### src/rtl/mem_stage_lsu_pkg.sv
// Shared definitions for the MEM-stage load/store unit: funct3 codes and FSM states.
package mem_stage_lsu_pkg;

    localparam logic [2:0] F3_LB  = 3'b000;
    localparam logic [2:0] F3_LH  = 3'b001;
    localparam logic [2:0] F3_LW  = 3'b010;
    localparam logic [2:0] F3_LBU = 3'b100;
    localparam logic [2:0] F3_LHU = 3'b101;
    localparam logic [2:0] F3_SB  = 3'b000;
    localparam logic [2:0] F3_SH  = 3'b001;
    localparam logic [2:0] F3_SW  = 3'b010;

    typedef enum logic [0:0] {
        ST_IDLE = 1'b0,
        ST_REQ  = 1'b1
    } lsu_state_e;

endpackage

### src/rtl/mem_stage_lsu_align.sv
// Combinational lane logic: store data replication/strobes, load extraction/extension,
// and the fault check (illegal funct3 or misaligned offset).
module mem_stage_lsu_align
    import mem_stage_lsu_pkg::*;
(
    input  logic [2:0]  i_funct3,
    input  logic        i_is_store,
    input  logic [1:0]  i_addr_off,
    input  logic [31:0] i_store_data,
    input  logic [31:0] i_load_word,
    output logic [31:0] o_wdata,
    output logic [3:0]  o_wstrb,
    output logic [31:0] o_load_data,
    output logic        o_fault
);

    logic [31:0] w_shifted;

    assign w_shifted = i_load_word >> {i_addr_off, 3'b000};

    always_comb begin
        o_wdata     = 32'd0;
        o_wstrb     = 4'd0;
        o_load_data = 32'd0;
        o_fault     = 1'b0;
        case (i_funct3)
            F3_LB: begin
                o_wdata     = {4{i_store_data[7:0]}};
                o_wstrb     = 4'b0001 << i_addr_off;
                o_load_data = {{24{w_shifted[7]}}, w_shifted[7:0]};
            end
            F3_LH: begin
                o_fault     = i_addr_off[0];
                o_wdata     = {2{i_store_data[15:0]}};
                o_wstrb     = 4'b0011 << i_addr_off;
                o_load_data = {{16{w_shifted[15]}}, w_shifted[15:0]};
            end
            F3_LW: begin
                o_fault     = |i_addr_off;
                o_wdata     = i_store_data;
                o_wstrb     = 4'b1111;
                o_load_data = i_load_word;
            end
            // Unsigned variants exist only for loads.
            F3_LBU: begin
                o_fault     = i_is_store;
                o_load_data = {24'd0, w_shifted[7:0]};
            end
            F3_LHU: begin
                o_fault     = i_is_store | i_addr_off[0];
                o_load_data = {16'd0, w_shifted[15:0]};
            end
            default: o_fault = 1'b1;
        endcase
    end

endmodule

### src/rtl/mem_stage_lsu.sv
// MEM pipeline stage: issues one load/store at a time over a valid/ready bus, stalls
// upstream while waiting, and registers the MEM/WB payload.
module mem_stage_lsu
    import mem_stage_lsu_pkg::*;
#(
    parameter int unsigned TIMEOUT_CYCLES = 0
) (
    input  logic        clk,
    input  logic        rst,
    input  logic        ex_valid,
    input  logic        ex_mem_read,
    input  logic        ex_mem_write,
    input  logic [2:0]  ex_funct3,
    input  logic        ex_reg_write,
    input  logic [4:0]  ex_rd,
    input  logic [31:0] alu_out_in,
    input  logic [31:0] rs2_data_in,
    input  logic [31:0] current_pc_in,
    output logic        stall_out,
    output logic        dmem_req,
    output logic        dmem_we,
    output logic [31:0] dmem_addr,
    output logic [31:0] dmem_wdata,
    output logic [3:0]  dmem_wstrb,
    input  logic        dmem_ready,
    input  logic [31:0] dmem_rdata,
    output logic        wb_valid,
    output logic        wb_reg_write,
    output logic [4:0]  wb_rd,
    output logic [31:0] wb_data,
    output logic [31:0] wb_pc,
    output logic        misalign_out,
    output logic        bus_err,
    output logic        dbg_state
);

    localparam bit          TMO_EN   = (TIMEOUT_CYCLES != 0);
    localparam logic [31:0] TMO_LAST = (TIMEOUT_CYCLES == 0) ? 32'd0 : TIMEOUT_CYCLES - 1;

    lsu_state_e  r_state, w_next;
    logic [31:0] r_addr, r_wdata, r_pc, r_tmo_cnt;
    logic [3:0]  r_wstrb;
    logic [2:0]  r_funct3;
    logic [4:0]  r_rd;
    logic        r_we, r_reg_write;

    logic        r_wb_valid, r_wb_reg_write, r_misalign, r_bus_err;
    logic [4:0]  r_wb_rd;
    logic [31:0] r_wb_data, r_wb_pc;

    logic        w_is_req, w_mem_op, w_accept, w_bad, w_done, w_timeout, w_fault;
    logic [31:0] w_wdata, w_load_data;
    logic [3:0]  w_wstrb;

    assign w_is_req  = (r_state == ST_REQ);
    assign w_mem_op  = ex_valid & (ex_mem_read | ex_mem_write);
    assign w_accept  = ~w_is_req & w_mem_op & ~w_fault;
    assign w_bad     = ~w_is_req & w_mem_op & w_fault;
    assign w_done    = w_is_req & dmem_ready;
    assign w_timeout = TMO_EN & w_is_req & ~dmem_ready & (r_tmo_cnt == TMO_LAST);

    // In REQ the aligner works on the held access so the load extract sees its offset.
    mem_stage_lsu_align u_align (
        .i_funct3     (w_is_req ? r_funct3 : ex_funct3),
        .i_is_store   (w_is_req ? r_we : ex_mem_write),
        .i_addr_off   (w_is_req ? r_addr[1:0] : alu_out_in[1:0]),
        .i_store_data (rs2_data_in),
        .i_load_word  (dmem_rdata),
        .o_wdata      (w_wdata),
        .o_wstrb      (w_wstrb),
        .o_load_data  (w_load_data),
        .o_fault      (w_fault)
    );

    always_ff @(posedge clk) begin
        if (!rst) r_state <= ST_IDLE;
        else      r_state <= w_next;
    end

    always_comb begin
        w_next = r_state;
        case (r_state)
            ST_IDLE: if (w_accept) w_next = ST_REQ;
            ST_REQ:  if (dmem_ready || w_timeout) w_next = ST_IDLE;
            default: w_next = ST_IDLE;
        endcase
    end

    // Bus is driven only in REQ; stall drops in the completion cycle so upstream advances.
    always_comb begin
        stall_out  = 1'b0;
        dmem_req   = 1'b0;
        dmem_we    = 1'b0;
        dmem_addr  = 32'd0;
        dmem_wdata = 32'd0;
        dmem_wstrb = 4'd0;
        dbg_state  = 1'b0;
        case (r_state)
            ST_IDLE: stall_out = rst & w_accept;
            ST_REQ: begin
                stall_out  = rst & ~dmem_ready & ~w_timeout;
                dmem_req   = 1'b1;
                dmem_we    = r_we;
                dmem_addr  = {r_addr[31:2], 2'b00};
                dmem_wdata = r_wdata;
                dmem_wstrb = r_we ? r_wstrb : 4'd0;
                dbg_state  = 1'b1;
            end
            default: ;
        endcase
    end

    always_ff @(posedge clk) begin
        if (!rst) begin
            r_addr      <= 32'd0;
            r_wdata     <= 32'd0;
            r_wstrb     <= 4'd0;
            r_we        <= 1'b0;
            r_funct3    <= 3'd0;
            r_rd        <= 5'd0;
            r_pc        <= 32'd0;
            r_reg_write <= 1'b0;
        end else if (w_accept) begin
            r_addr      <= alu_out_in;
            r_wdata     <= w_wdata;
            r_wstrb     <= w_wstrb;
            r_we        <= ex_mem_write;
            r_funct3    <= ex_funct3;
            r_rd        <= ex_rd;
            r_pc        <= current_pc_in;
            r_reg_write <= ex_reg_write & ex_mem_read;
        end
    end

    always_ff @(posedge clk) begin
        if (!rst)                                      r_tmo_cnt <= 32'd0;
        else if (w_is_req && !dmem_ready && !w_timeout) r_tmo_cnt <= r_tmo_cnt + 32'd1;
        else                                           r_tmo_cnt <= 32'd0;
    end

    always_ff @(posedge clk) begin
        if (!rst) begin
            r_wb_valid     <= 1'b0;
            r_wb_reg_write <= 1'b0;
            r_wb_rd        <= 5'd0;
            r_wb_data      <= 32'd0;
            r_wb_pc        <= 32'd0;
            r_misalign     <= 1'b0;
            r_bus_err      <= 1'b0;
        end else begin
            r_wb_valid     <= 1'b0;
            r_wb_reg_write <= 1'b0;
            r_misalign     <= 1'b0;
            r_bus_err      <= 1'b0;
            if (w_done) begin
                r_wb_valid     <= 1'b1;
                r_wb_reg_write <= r_reg_write;
                r_wb_rd        <= r_rd;
                r_wb_data      <= r_we ? r_addr : w_load_data;
                r_wb_pc        <= r_pc;
            end else if (w_timeout) begin
                r_wb_valid <= 1'b1;
                r_bus_err  <= 1'b1;
                r_wb_rd    <= r_rd;
                r_wb_pc    <= r_pc;
            end else if (!w_is_req && ex_valid && !w_mem_op) begin
                r_wb_valid     <= 1'b1;
                r_wb_reg_write <= ex_reg_write;
                r_wb_rd        <= ex_rd;
                r_wb_data      <= alu_out_in;
                r_wb_pc        <= current_pc_in;
            end else if (w_bad) begin
                r_wb_valid <= 1'b1;
                r_misalign <= 1'b1;
                r_wb_rd    <= ex_rd;
                r_wb_data  <= alu_out_in;
                r_wb_pc    <= current_pc_in;
            end
        end
    end

    assign wb_valid     = r_wb_valid;
    assign wb_reg_write = r_wb_reg_write;
    assign wb_rd        = r_wb_rd;
    assign wb_data      = r_wb_data;
    assign wb_pc        = r_wb_pc;
    assign misalign_out = r_misalign;
    assign bus_err      = r_bus_err;

endmodule

### config.mk
export PLATFORM = sky130hd
export DESIGN_NAME = mem_stage_lsu
export DESIGN_NICKNAME = d
export VERILOG_FILES = /design/src/rtl/mem_stage_lsu_pkg.sv /design/src/rtl/mem_stage_lsu_align.sv /design/src/rtl/mem_stage_lsu.sv
export SDC_FILE = /design/constraint.sdc
export NUM_CORES = 1
export LEC_CHECK = 0
export CORE_AREA = 2 2 131 184
export DETAILED_ROUTE_END_ITERATION = 16
export DIE_AREA = 0 0 133 186
export PLACE_DENSITY = 0.75
export SYNTH_ARGS = -nofsm -noshare
export SYNTH_HDL_FRONTEND = slang
export SYNTH_SLANG_ARGS = --single-unit
export TNS_END_PERCENT = 5
### constraint.sdc
create_clock -name clk -period 1.9 [get_ports clk]
set_input_delay 0.19 -clock clk [delete_from_list [all_inputs] [get_ports clk]]
set_output_delay 0.19 -clock clk [all_outputs]
set_load 0.05 [all_outputs]
Yosys cells after proc, flatten, opt, wreduce, memory -nomap -nowiden
Index checks and enable logic that the tools add are counted.
{"block": "op_classes", "n_reduce_logical": 8, "shift": 3, "mux": 32, "eq_ne": 4, "bitwise": 14}
{"op": "$mux 32", "count": 9}
{"op": "$pmux 32 s5", "count": 1}
{"op": "$pmux 32 s3", "count": 1}
{"op": "$shr 32x5->16", "count": 1}
{"op": "$mux 5", "count": 3}
{"op": "$pmux 4 s3", "count": 1}
{"op": "$mux 1", "count": 10}
{"op": "$and 1x1->1", "count": 8}
{"op": "$mux 4", "count": 2}
{"op": "$eq 3x3->1 const B", "count": 2}
{"op": "$pmux 1 s5", "count": 1}
{"op": "$not 1->1", "count": 4}
{"op": "$pmux 1 s2", "count": 2}
{"op": "$shl 1x2->4 const A", "count": 1}
{"op": "$shl 2x2->4 const A", "count": 1}
{"op": "$eq 3x1->1 const B", "count": 1}
{"op": "$eq 3x2->1 const B", "count": 1}
{"op": "$logic_not 3->1", "count": 1}
{"op": "$mux 3", "count": 1}
{"op": "$reduce_bool 3->1", "count": 1}
{"op": "$reduce_or 3->1", "count": 1}
{"op": "$logic_and 1x1->1", "count": 2}
{"op": "$logic_not 1->1", "count": 2}
{"op": "$mux 2", "count": 1}
{"op": "other kinds (2)", "count": 3}
{"block": "word_totals", "output_inout_bits": 145, "regBits": 183}

Depth between registers and ports, before layout
{"block": "logic_depth", "ltp_word": 7, "ltp_mapped": 11, "ltp_nobuf": 6}

By module
A second synthesis with hierarchy kept.
{"block": "unflattened", "cells_unflattened": 1317, "area_unflattened_um2": 11380.9}
{"module": "mem_stage_lsu", "cells_each": 1080, "seq_area_each_um2": 3663.5, "area_per_inst_um2": 9960.8, "n_inst": 1}
{"module": "mem_stage_lsu_align", "cells_each": 237, "seq_area_each_um2": 0.0, "area_per_inst_um2": 1420.1, "n_inst": 1}

Worst setup path before layout
No wires, ideal clock.
{"block": "synth_path", "path_type": "register to output", "startpoint": "reg r_state", "endpoint": "out stall_out", "t_arrival_ns": 3.048, "required_ns": 1.710, "path_buffers": 3, "slack_ns": -1.338, "path_stages_with_launch": 9, "path_cell_list": "dfxtp_1 > buf_6 > nor3b_1 > o22ai_1 > and2_1 > nand2b_1 > buf_2 > buf_2 > a21boi_0"}
{"block": "synth_between", "elab_chain_len": 7, "word_cells_on_any_way": 17}
{"item": "start: declaration", "line_no": "mem_stage_lsu.sv:40", "source": "lsu_state_e r_state, w_next;"}
{"item": "start signal: assignment", "line_no": "mem_stage_lsu.sv:77", "source": "else r_state <= w_next;"}
{"item": "$mux 3, or another cell as far along", "line_no": "mem_stage_lsu.sv:64", "source": ".i_funct3 (w_is_req ? r_funct3 : ex_funct3),"}
{"item": "$eq 3x3->1, or another cell as far along", "line_no": "mem_stage_lsu_align.sv:26", "source": "case (i_funct3)"}
{"item": "$pmux 1 s5", "line_no": "mem_stage_lsu_align.sv:26"}
{"item": "$not 1->1", "line_no": "mem_stage_lsu.sv:57", "source": "assign w_accept = ~w_is_req & w_mem_op & ~w_fault;"}
{"item": "$and 1x1->1", "line_no": "mem_stage_lsu.sv:57"}
{"item": "$and 1x1->1", "line_no": "mem_stage_lsu.sv:99", "source": "ST_IDLE: stall_out = rst & w_accept;"}
{"item": "$pmux 1 s2 (*)", "line_no": "mem_stage_lsu.sv:98", "source": "case (r_state)"}
{"item": "end: declaration", "line_no": "mem_stage_lsu.sv:19", "source": "output logic stall_out,"}
Mark *: on every way between the ends. The rest lies on a longest branch, timed or not.

Worst setup path in the final report
{"block": "layout_path", "startpoint": "reg r_state", "endpoint": "reg r_wb_data[3], in the netlist wb_data[3]"}
{"block": "layout_between", "elab_chain_len": 5, "word_cells_on_any_way": 24}
{"item": "$mux 2, or another cell as far along", "line_no": "mem_stage_lsu.sv:66", "source": ".i_addr_off (w_is_req ? r_addr[1:0] : alu_out_in[1:0]),"}
{"item": "$shr 32x5->16, or another cell as far along", "line_no": "mem_stage_lsu_align.sv:19", "source": "assign w_shifted = i_load_word >> {i_addr_off, 3'b000};"}
{"item": "$pmux 32 s5, or another cell as far along", "line_no": "mem_stage_lsu_align.sv:26"}
{"item": "$mux 32, or another cell as far along", "line_no": "mem_stage_lsu.sv:159", "source": "r_wb_data <= r_we ? r_addr : w_load_data;"}
{"item": "$mux 32 / $reduce_bool 3->1 (equally long branches)"}
{"item": "end signal: assignment", "line_no": "mem_stage_lsu.sv:159"}
{"item": "end signal: assignment", "line_no": "mem_stage_lsu.sv:170", "source": "r_wb_data <= alu_out_in;"}
{"item": "end signal: assignment", "line_no": "mem_stage_lsu.sv:176", "source": "r_wb_data <= alu_out_in;"}
{"item": "end: declaration", "line_no": "mem_stage_lsu.sv:49", "source": "logic [31:0] r_wb_data, r_wb_pc;"}
Several ways; a longest one is shown, not always the timed one.
A chain may end at the register's enable or synchronous reset.

==> summary.json <==
{
  "floorplan": {
    "number_of_rows_in_the_core_area": 66,
    "chipHeight_um": 186,
    "ports": 288,
    "initial_core_util": 0.422,
    "floorplan.core_area_um2": 23000,
    "floorplan.die_area_um2": 24700,
    "fp.dieW_um": 133
  },
  "drt": {
    "antenna_violating_nets_post_route": 0,
    "firstDrtPassIters": 5,
    "detailroute.via_count": 10500,
    "initialDrtViolationCount": 754,
    "postRouteWirelength_mm": 34.7,
    "detail_route.drc_violations": 0,
    "post_drt_via_cell_ratio": 5.61,
    "routed_wire_length_per_instance_um": 18.6
  },
  "critical_path": {
    "critPathBufInv": 2,
    "critPathMostFrequentCell": "sky130_fd_sc_hd__buf_4",
    "cp.required_ns": 2.21,
    "kind_of_cell_adding_the_most_delay_to_the_critical_path": "compound AO/OA/AOI/OAI gates",
    "critical_path.slowest_cell": "sky130_fd_sc_hd__dfxtp_4",
    "crit_path_largest_cell_delay_ns": 0.39,
    "cp_cell_sequence": "buf_4, mux2_4, buf_4, nor2_4, nand2_4, o2111a_1, a2111oi_4, o22ai_1",
    "cp_max_fo": 7,
    "critical_path_class": "reg2reg",
    "critPathCaptureType": "register",
    "critPathArrivalTime_ns": 2.47,
    "startpoint_type": "register"
  },
  "layout": {
    "final_net_count": 1688,
    "areaGrowthSynthToFinish_pct": 58.2,
    "final.fill_count": 1778,
    "area.sequential_um2": 3670,
    "most-common-layout-cells": "sky130_fd_sc_hd__nand2_1, sky130_fd_sc_hd__clkdlybuf4s50_1, sky130_fd_sc_hd__dfxtp_1, sky130_fd_sc_hd__buf_12, sky130_fd_sc_hd__buf_4",
    "share_of_final_layout_standard_cells_stronger_than_drive_strength_1": 0.219,
    "fin_area_um2": 15400,
    "leading_cell_type_in_the_layout_fill_and_taps_excluded": "sky130_fd_sc_hd__nand2_1",
    "antenna_cells_inserted": 0,
    "area_of_combinational_cells_with_multiple_inputs_um2": 5830
  },
  "yosys": {
    "yosysUniqueCellTypes": 61,
    "netlist_instances": 1238,
    "share_of_the_yosys_chip_area_belonging_to_registers": 0.376,
    "yosys_most_used_dff": "sky130_fd_sc_hd__dfxtp_1",
    "syn-cell-area_um2": 9730,
    "ffs_latches_synth": 183,
    "async_reset_ff_frac": 0,
    "synthesis.yosys.warnings": 0,
    "syn_avg_cell_area_um2": 7.86,
    "synth_enable_flop_cells": 0
  },
  "status": {
    "status": "complete, but fails checks",
    "violations": "setup timing"
  },
  "grt": {
    "first_global_vias": 10300,
    "grt_overflow": 0,
    "grt_first_pass_wirelength_mm": 54.0,
    "grt_antenna_before_repair": 0,
    "grt_max_degree": 119,
    "track_usage": 0.274
  },
  "timing": {
    "final-max-slew-violation-count": 0,
    "worst_slew_pin_tran_ns": 0.593,
    "setup-violations-final": 178,
    "hold_viol_final": 0,
    "min_period_ns": 2.16,
    "timing.slew.headroom": 0.603,
    "layout_worst_path_cycle_share": 1.14,
    "rsz0062_at_grt": "true",
    "final.setup.worst_slack_ns": -0.261,
    "clock-skew-final_ns": 0.0192,
    "achievable-frequency_mhz": 463
  },
  "clocking": {
    "clock_slew_seen_by_the_registers_of_the_worst_setup_and_hold_paths_ns": 0.08,
    "tritoncts.num_buffers": 17,
    "htree_depth": 4,
    "clock_buffer_depth": 2,
    "clock_sink_count": 183,
    "clock-root-buffer": "sky130_fd_sc_hd__clkbuf_16",
    "worstSkewPairLatency_ns": 0.44,
    "cts_tree": "yes"
  },
  "place": {
    "io_buffers": 284,
    "estimated_wirelength_of_the_detail_placed_design_mm": 24.1,
    "gp_congestion": 0.907,
    "dp_slack_ns": -0.473,
    "placed_area_um2": 14200
  },
  "pwr": {
    "worst_ir_drop_vdd_uv": 686,
    "p_switching_mw": 3.81,
    "p_leak_nw": 6.31,
    "pwr-share-comb": 0.289,
    "register_share_of_total_power": 0.379,
    "intPower_mw": 7.57,
    "netSwitchingFraction": 0.335,
    "power.share.clock": 0.332,
    "power.density_nw_per_um2": 739
  },
  "flow_run": {
    "max_cap_violations": 0
  },
  "hold_path": {
    "worstHoldPathType": "in2reg"
  }
}
-- state kept, by name (all words and copies together) (netlist names), 3 cells and up --
signal / cells
r_pc: 32
wb_pc: 32
wb_rd: 5
r_funct3: 3
r_addr: 32
r_wdata: 32
wb_data: 32
r_wstrb: 4
r_rd: 5
-- per-stage QoR --
| step | hold WS (ns) | power, mW | TNS (ns) | std cells | utilization |
|---|---|---|---|---|---|
| 2_1_floorplan | 0.325 | 6.15 | -12.07 | 1240 | - |
| 3_3_place_gp | 0.433 | 7.37 | -51.50 | 1814 | 0.616 |
| 3_5_place_dp | 0.437 | 7.42 | -58.91 | 1814 | 0.616 |
| 4_1_cts | 0.103 | 11.4 | -20.36 | 1861 | 0.661 |
| 5_1_grt | 0.105 | 11.8 | -29.13 | 1864 | 0.668 |
| 6_report | 0.103 | 11.4 | -17.37 | 1864 | 0.668 |
-- path summary, 6_finish.rpt --
path | end | slack (ns) | startpoint | cells past startpoint
max reg2reg | wb_data[3] | -0.26 | r_state | 8
max | wb_data[3] | -0.26 | r_state | 8
min | wb_data[7] | 0.10 | rst | 3
min reg2reg | r_wdata[6] | 0.45 | r_wdata[6] | 2
-- logic make-up (layout without fill, tap and decap cells) --
| kind of cell | after synthesis | in the layout | synth area share |
|---|---|---|---|
| AO/OA/AOI/OAI | 329 | 329 | 0.269 |
| buffers and inverters | 119 | 437 | 0.0688 |
| flip-flops | 183 | 183 | 0.376 |
| multiplexers | 15 | 15 | 0.0161 |
| other | 1 | 3 | 0.000385 |
| AND/OR/NAND/NOR | 591 | 591 | 0.270 |
-- per-layer routing --
metal | routed length, um | GRT usage
met1 | 13100 | 0.313
met2 | 17300 | 0.473
met3 | 2330 | 0.0493
met4 | 1960 | 0.174
met5 | 0 | 0
-- synthesized netlist by cell type (8+ instances only) --
| cell | instances | area share |
|---|---|---|
| sky130_fd_sc_hd__a211oi_1 | 16 | 0.012 |
| sky130_fd_sc_hd__a21boi_0 | 72 | 0.056 |
| sky130_fd_sc_hd__a21boi_1 | 13 | 0.010 |
| sky130_fd_sc_hd__a21oi_1 | 29 | 0.015 |
| sky130_fd_sc_hd__a221oi_1 | 9 | 0.0081 |
| sky130_fd_sc_hd__a31oi_1 | 16 | 0.010 |
| sky130_fd_sc_hd__and2_1 | 68 | 0.044 |
| sky130_fd_sc_hd__buf_1 | 8 | 0.0031 |
| sky130_fd_sc_hd__buf_2 | 28 | 0.014 |
| sky130_fd_sc_hd__buf_4 | 13 | 0.010 |
| sky130_fd_sc_hd__buf_6 | 11 | 0.013 |
| sky130_fd_sc_hd__clkbuf_1 | 51 | 0.020 |
| sky130_fd_sc_hd__dfxtp_1 | 183 | 0.38 |
| sky130_fd_sc_hd__mux2i_1 | 13 | 0.013 |
| sky130_fd_sc_hd__nand2_1 | 371 | 0.14 |
| sky130_fd_sc_hd__nand2b_1 | 14 | 0.0090 |
| sky130_fd_sc_hd__nand3_1 | 54 | 0.028 |
| sky130_fd_sc_hd__nor2_1 | 46 | 0.018 |
| sky130_fd_sc_hd__nor3b_1 | 12 | 0.0093 |
| sky130_fd_sc_hd__o211a_1 | 55 | 0.057 |
| sky130_fd_sc_hd__o211ai_1 | 20 | 0.015 |
| sky130_fd_sc_hd__o211ai_2 | 10 | 0.013 |
| sky130_fd_sc_hd__o21a_1 | 16 | 0.012 |
| sky130_fd_sc_hd__o21ai_0 | 22 | 0.011 |
| sky130_fd_sc_hd__o22ai_1 | 12 | 0.0077 |
-- timing repair --
item / in CTS / in global routing
endpoints found under the setup margin: 226 / 217
gates cloned: 4 / 0
resized for setup: 42 / 41
buffers inserted: 11 / 3
hold buffers: 0 / 0
pin swaps: 17 / 3
-- worst reg2reg max path, delay by kind of cell (launching register included) --
kind / cells / cell delay, ns
AO/OA/AOI/OAI: 3 / 0.73
buffers and inverters: 2 / 0.31
flip-flops: 1 / 0.39
multiplexers: 1 / 0.33
AND/OR/NAND/NOR: 2 / 0.28
-- power groups by stage --
| stage | combinational, mW | sequential (mW) | clock (mW) |
|---|---|---|---|
| 3_3_place_gp | 2.99 | 4.38 | 0 |
| 3_5_place_dp | 3.03 | 4.39 | 0 |
| 4_1_cts | 3.21 | 4.31 | 3.83 |
| 6_report | 3.29 | 4.31 | 3.78 |
| 5_1_grt | 3.46 | 4.34 | 4.00 |
| 2_1_floorplan | 1.20 | 4.95 | 0 |
-- layout make-up --
cell class | count | area share
Sequential cell | 183 | 0.238
Tap cell | 306 | 0.0249
Inverter | 3 | 0.000894
Clock inverter | 15 | 0.0132
Clock buffer | 17 | 0.0276
Multi-Input combinational cell | 938 | 0.378
Timing Repair Buffer | 402 | 0.316
Power figures use the tool's default switching activity.
